### config.mk
export PLATFORM = sky130hd
export DESIGN_NAME = reg_array_arbiter_flat
export DESIGN_NICKNAME = d
export VERILOG_FILES = /design/src/rtl/reg_array_arbiter_if.sv /design/src/rtl/reg_array_arbiter.sv /design/src/flat_wrapper.sv
export SDC_FILE = /design/constraint.sdc
export NUM_CORES = 1
export LEC_CHECK = 0
export BUFFER_PORTS_ARGS = -buffer_cell sky130_fd_sc_hd__buf_2
export CELL_PAD_IN_SITES_DETAIL_PLACEMENT = 1
export CELL_PAD_IN_SITES_GLOBAL_PLACEMENT = 2
export CORE_MARGIN = 2
export CORE_UTILIZATION = 25
export CTS_CLUSTER_DIAMETER = 200
export DETAILED_ROUTE_END_ITERATION = 16
export PLACE_DENSITY_LB_ADDON = 0.1
export REMOVE_ABC_BUFFERS = 1
export SLEW_MARGIN = 30
export SYNTH_ARGS = -nofsm -noshare
export SYNTH_HDL_FRONTEND = slang
export SYNTH_SLANG_ARGS = --single-unit
export TNS_END_PERCENT = 50
### constraint.sdc
create_clock -name clk -period 2.1 [get_ports clk]
set_input_delay 0.42 -clock clk [delete_from_list [all_inputs] [get_ports clk]]
set_output_delay 0.42 -clock clk [all_outputs]
set_load 0.05 [all_outputs]
### src/rtl/reg_array_arbiter_if.sv
// Request/response channel between one requester and the register-array arbiter.
// The master side issues commands; the slave side accepts them and returns responses.
interface reg_array_arbiter_if #(
  parameter int bits              = 8,
  parameter int array_select_size = 2
);
  logic                         valid;
  logic                         we;
  logic [array_select_size-1:0] addr;
  logic [bits-1:0]              wdata;
  logic                         ready;
  logic                         rsp_valid;
  logic [bits-1:0]              rsp_rdata;

  modport master (
    output valid, we, addr, wdata,
    input  ready, rsp_valid, rsp_rdata
  );

  modport slave (
    input  valid, we, addr, wdata,
    output ready, rsp_valid, rsp_rdata
  );
endinterface

### src/rtl/reg_array_arbiter.sv
// Round-robin arbiter sharing one register array between two requesters.
// Pipeline: accept (comb grant) -> issue (drive array) -> respond (one-cycle pulse).
module reg_array_arbiter #(
  parameter int bits              = 8,
  parameter int array_select_size = 2
) (
  input  logic                         clk,
  input  logic                         rst_n,
  reg_array_arbiter_if.slave           req0,
  reg_array_arbiter_if.slave           req1,
  output logic                         ra_R_W,
  output logic [array_select_size-1:0] ra_select,
  output logic [bits-1:0]              ra_d,
  input  logic [bits-1:0]              ra_q
);

  // last_grant holds the id of the most recent winner; reset to 1 so req0 wins first.
  logic                         last_grant;
  logic                         grant0;
  logic                         grant1;
  logic                         hs_p0;
  logic                         id_p0;
  logic                         we_p0;
  logic [array_select_size-1:0] addr_p0;
  logic [bits-1:0]              wdata_p0;

  logic                         vld_p1;
  logic                         id_p1;
  logic                         we_p1;
  logic [array_select_size-1:0] addr_p1;
  logic [bits-1:0]              wdata_p1;

  logic                         vld0_p2;
  logic                         vld1_p2;
  logic [bits-1:0]              rdata0_p2;
  logic [bits-1:0]              rdata1_p2;

  // accept stage
  always_comb begin
    grant0   = req0.valid & (~req1.valid | last_grant);
    grant1   = req1.valid & (~req0.valid | ~last_grant);
    hs_p0    = grant0 | grant1;
    id_p0    = grant1;
    we_p0    = grant1 ? req1.we    : req0.we;
    addr_p0  = grant1 ? req1.addr  : req0.addr;
    wdata_p0 = grant1 ? req1.wdata : req0.wdata;
  end

  assign req0.ready = grant0;
  assign req1.ready = grant1;

  always_ff @(posedge clk or negedge rst_n) begin
    if (!rst_n) begin
      last_grant <= 1'b1;
    end else if (hs_p0) begin
      last_grant <= id_p0;
    end
  end

  // issue stage
  always_ff @(posedge clk or negedge rst_n) begin
    if (!rst_n) begin
      vld_p1 <= 1'b0;
    end else begin
      vld_p1 <= hs_p0;
    end
  end

  always_ff @(posedge clk) begin
    if (hs_p0) begin
      id_p1    <= id_p0;
      we_p1    <= we_p0;
      addr_p1  <= addr_p0;
      wdata_p1 <= wdata_p0;
    end
  end

  always_comb begin
    ra_R_W    = vld_p1 & we_p1;
    ra_select = vld_p1 ? addr_p1  : '0;
    ra_d      = vld_p1 ? wdata_p1 : '0;
  end

  // response stage; each requester's rdata holds between its own responses
  always_ff @(posedge clk or negedge rst_n) begin
    if (!rst_n) begin
      vld0_p2   <= 1'b0;
      vld1_p2   <= 1'b0;
      rdata0_p2 <= '0;
      rdata1_p2 <= '0;
    end else begin
      vld0_p2 <= vld_p1 & ~id_p1;
      vld1_p2 <= vld_p1 & id_p1;
      if (vld_p1 && !id_p1) begin
        rdata0_p2 <= we_p1 ? '0 : ra_q;
      end
      if (vld_p1 && id_p1) begin
        rdata1_p2 <= we_p1 ? '0 : ra_q;
      end
    end
  end

  assign req0.rsp_valid = vld0_p2;
  assign req0.rsp_rdata = rdata0_p2;
  assign req1.rsp_valid = vld1_p2;
  assign req1.rsp_rdata = rdata1_p2;

endmodule

### src/flat_wrapper.sv
// flat-port wrapper written by rule: the top's interface ports become plain ports
module reg_array_arbiter_flat 
#(
  parameter int bits              = 8,
  parameter int array_select_size = 2
)
  (clk, rst_n, ra_R_W, ra_select, ra_d, ra_q, req0_valid, req0_we, req0_addr, req0_wdata, req0_ready, req0_rsp_valid, req0_rsp_rdata, req1_valid, req1_we, req1_addr, req1_wdata, req1_ready, req1_rsp_valid, req1_rsp_rdata);
  reg_array_arbiter_if #(.bits(bits), .array_select_size(array_select_size)) req0_i ();
  reg_array_arbiter_if #(.bits(bits), .array_select_size(array_select_size)) req1_i ();
  input  logic clk;
  input  logic rst_n;
  output logic ra_R_W;
  output logic [array_select_size-1:0] ra_select;
  output logic [bits-1:0] ra_d;
  input  logic [bits-1:0] ra_q;
  input wire logic [$bits(req0_i.valid)-1:0] req0_valid;
  input wire logic [$bits(req0_i.we)-1:0] req0_we;
  input wire logic [$bits(req0_i.addr)-1:0] req0_addr;
  input wire logic [$bits(req0_i.wdata)-1:0] req0_wdata;
  output wire logic [$bits(req0_i.ready)-1:0] req0_ready;
  output wire logic [$bits(req0_i.rsp_valid)-1:0] req0_rsp_valid;
  output wire logic [$bits(req0_i.rsp_rdata)-1:0] req0_rsp_rdata;
  input wire logic [$bits(req1_i.valid)-1:0] req1_valid;
  input wire logic [$bits(req1_i.we)-1:0] req1_we;
  input wire logic [$bits(req1_i.addr)-1:0] req1_addr;
  input wire logic [$bits(req1_i.wdata)-1:0] req1_wdata;
  output wire logic [$bits(req1_i.ready)-1:0] req1_ready;
  output wire logic [$bits(req1_i.rsp_valid)-1:0] req1_rsp_valid;
  output wire logic [$bits(req1_i.rsp_rdata)-1:0] req1_rsp_rdata;
  assign req0_i.valid = req0_valid;
  assign req0_i.we = req0_we;
  assign req0_i.addr = req0_addr;
  assign req0_i.wdata = req0_wdata;
  assign req0_ready = req0_i.ready;
  assign req0_rsp_valid = req0_i.rsp_valid;
  assign req0_rsp_rdata = req0_i.rsp_rdata;
  assign req1_i.valid = req1_valid;
  assign req1_i.we = req1_we;
  assign req1_i.addr = req1_addr;
  assign req1_i.wdata = req1_wdata;
  assign req1_ready = req1_i.ready;
  assign req1_rsp_valid = req1_i.rsp_valid;
  assign req1_rsp_rdata = req1_i.rsp_rdata;
  reg_array_arbiter #(.bits(bits), .array_select_size(array_select_size)) u_core (.clk(clk), .rst_n(rst_n), .req0(req0_i), .req1(req1_i), .ra_R_W(ra_R_W), .ra_select(ra_select), .ra_d(ra_d), .ra_q(ra_q));
endmodule
==> load_flow_metrics.sql <==
INSERT INTO impl_metrics (metric_group, metric, value, unit) VALUES
('critical_path', 'end_kind', 'output port', ''),
('final_layout', 'nFillCells', '623', ''),
('die', 'floorplan.die.width', '79.2', 'um'),
('timing', 'min_period', '1.77', 'ns'),
('synthesis', 'synth_compound_gate_area_share', '0.0221', ''),
('pwr', 'power_density', '989', 'mW/mm^2'),
('die', 'floorplan.die_area', '0.00628', 'sq mm'),
('route', 'drt_pass1_iterations', '3', ''),
('clock_tree', 'cell_at_the_root_of_the_clock_tree', 'clkbuf_8', ''),
('grt', 'first_global_vias', '970', ''),
('place', 'place_ws', '0.435', 'ns'),
('die', 'floorplan.initialDensity', '0.259', ''),
('critical_path', 'critical_path.startpoint', 'u_core.last_grant', ''),
('clock_tree', 'post_cts.resized_instances', '0', ''),
('timing', 'setup_repair_after_global_routing_missed_its_margin', 'no', ''),
('final_layout', 'inserted_diodes', '0', ''),
('synthesis', 'synth_seq_area_share', '0.609', ''),
('synthesis', 'synth-seq-cells', '32', ''),
('final_layout', 'layout.cells.most_common', 'buf_2', ''),
('timing', 'achievable-frequency', '566', 'MHz'),
('timing', 'fin_ws', '0.334', 'ns'),
('final_layout', 'drive_above_1_share', '0.646', ''),
('critical_path', 'worst-endpoint-required', '1.68', 'ns'),
('critical_path', 'cp_max_fo', '13', ''),
('final_layout', 'final_area', '0.00191', 'sq mm'),
('place', 'port_buffers', '64', ''),
('job', 'timing.max_cap.violations', '0', ''),
('critical_path', 'critPathMaxStageDelay', '0.58', 'ns'),
('final_layout', 'post_layout_nonfiller_instances', '233', ''),
('final_layout', 'nets', '194', ''),
('pwr', 'p_leak', '0.944', 'nW'),
('critical_path', 'crit_path_cell_trace', 'a21boi_4 > buf_4 > buf_2', ''),
('clock_tree', 'clkSinkCount', '32', ''),
('route', 'dr.first_iter.drc_count', '12', ''),
('route', 'detail_route.vias_per_cell', '4.18', ''),
('grt', 'globalRoute.totalOverflow', '0', ''),
('timing', 'worst_clk_skew', '0.00897', 'ns'),
('route', 'wl', '3200', 'um'),
('clock_tree', 'clock_tree.buffer_depth', '2', ''),
('critical_path', 'worst-setup-path-type', 'reg2out', ''),
('synthesis', 'avg_synthesized_cell_area', '15.7', 'sq um'),
('critical_path', 'cpLargestDelayFamily', 'flip-flops', ''),
('timing', 'slew_headroom', '0.692', ''),
('run_status', 'status', 'finished, final reports clean', ''),
('synthesis', 'yosys-mux-area-fraction', '0.239', ''),
('timing', 'setup_viol', '0', ''),
('min_path', 'path_class_of_the_lowest_slack_min_delay_path', 'in2async', ''),
('route', 'ant_nets', '0', ''),
('route', 'wire_per_inst', '13.7', 'um'),
('final_layout', 'area.sequential', '862', 'sq um'),
('timing', 'finalMaxSlewViolations', '0', ''),
('pwr', 'ir_worst_vdd', '0.252', 'mV'),
('synthesis', 'yosys.area_share.xor_xnor', '0', ''),
('synthesis', 'yosys_warnings', '0', ''),
('pwr', 'post-layout-total-power', '0.00189', 'W'),
('synthesis', 'synth_cell_area', '0.00142', 'sq mm'),
('grt', 'antenna_found_initial', '0', ''),
('critical_path', 'timing.critical_path.from_type', 'register', ''),
('timing', 'setup_total_negative_slack', '0', 'ns'),
('critical_path', 'timing.rr.start', 'u_core.last_grant', ''),
('die', 'top_level_ports', '65', ''),
('final_layout', 'final_cell_mix', 'buf_2 (64), dfrtp_1 (19), mux2_2 (18), edfxtp_1 (12), and2_1 (11)', ''),
('clock_tree', 'clk_latency', '0.28', 'ns'),
('final_layout', 'layout-area-overhead-vs-synth', '34.8', '%'),
('final_layout', 'multi_input_logic_area', '510', 'sq um'),
('grt', 'grt_pass1_wl', '4690', 'um'),
('die', 'placeableCoreArea', '0.00547', 'sq mm'),
('place', 'place.detailed.instances', '225', ''),
('route', 'detailroute.via_count', '973', ''),
('timing', 'worst_slew_pin_slew', '0.462', 'ns'),
('clock_tree', 'clock_tree.htree_level_count', '2', '');
[stage by stage]
step,util,hold slack [ns]
3_3_place_gp,0.330,0.389
2_1_floorplan,-,0.124
5_1_grt,0.349,0.102
3_5_place_dp,0.330,0.400
4_1_cts,0.349,0.0868
6_report,0.349,0.0782
[flip-flops by register name, summed over array words and instances, names as in the netlist, 2 cells and up]
| name | flops |
|---|---|
| u_core.req0.rsp_rdata | 8 |
| u_core.addr_p1 | 2 |
| u_core.wdata_p1 | 8 |
| u_core.req1.rsp_rdata | 8 |
[cells in the mapped netlist]
master	count	share of area
nor2_1	1	0.0026
or2_2	1	0.0044
clkbuf_1	1	0.0026
mux2_2	18	0.14
mux2_4	9	0.095
a21boi_0	1	0.0053
dfrtp_1	19	0.34
edfxtp_1	12	0.25
and2_1	11	0.049
buf_12	1	0.014
buf_6	1	0.0080
nor2b_1	9	0.040
inv_1	2	0.0053
nand2_2	1	0.0044
dfstp_2	1	0.019
a21boi_4	1	0.013
a21oi_1	1	0.0035
[kinds of logic (layout without fill, tap and decap cells)]
logic type             count (synthesis)  in the layout
AOI/OAI and AO/OA                      3              3
buffers and inverters                  5             76
DFF                                   32             32
muxes                                 27             27
and+or+nand+nor                       23             23
[area by class of cell]
type | count | share of cell area
sequential | 32 | 0.452
tap | 72 | 0.0472
inverter | 2 | 0.00393
timing repair buffer | 66 | 0.176
clock buffer | 7 | 0.0511
multi-input combinational | 53 | 0.268
clock inverter | 1 | 0.00262
[metal layers]
metal | part of all wire | up-vias | wire length (um) | GRT usage
met4 | 0.013 | 0 | 42 | 0.0414
met2 | 0.51 | 42 | 1630 | 0.182
met1 | 0.41 | 478 | 1310 | 0.112
met5 | 0 | - | 0 | 0
li1 | - | 448 | - | -
met3 | 0.065 | 5 | 207 | 0.0375
[power by group]
group	leakage [nW]	switching (W)	internal (W)	total [W]
Combinational	0.516	0.000395	0.000176	0.000572
Clock	0.0534	0.000227	0.000304	0.000531
Sequential	0.374	0.0000448	0.000739	0.000784
[path summary, 6_finish.rpt]
check	end	slack (ns)	cells after the start
setup reg to reg	u_core.wdata_p1[4]	0.70	3
max in group asynchronous	u_core.last_grant	1.67	1
hold / removal	u_core.req1.rsp_rdata[3]	0.08	1
min in group clk	u_core.last_grant	0.35	2
hold reg to reg	u_core.req1.rsp_rdata[4]	0.51	1
setup / recovery	req1_ready	0.33	3
No activity file was read; power rests on OpenSTA's default activity.
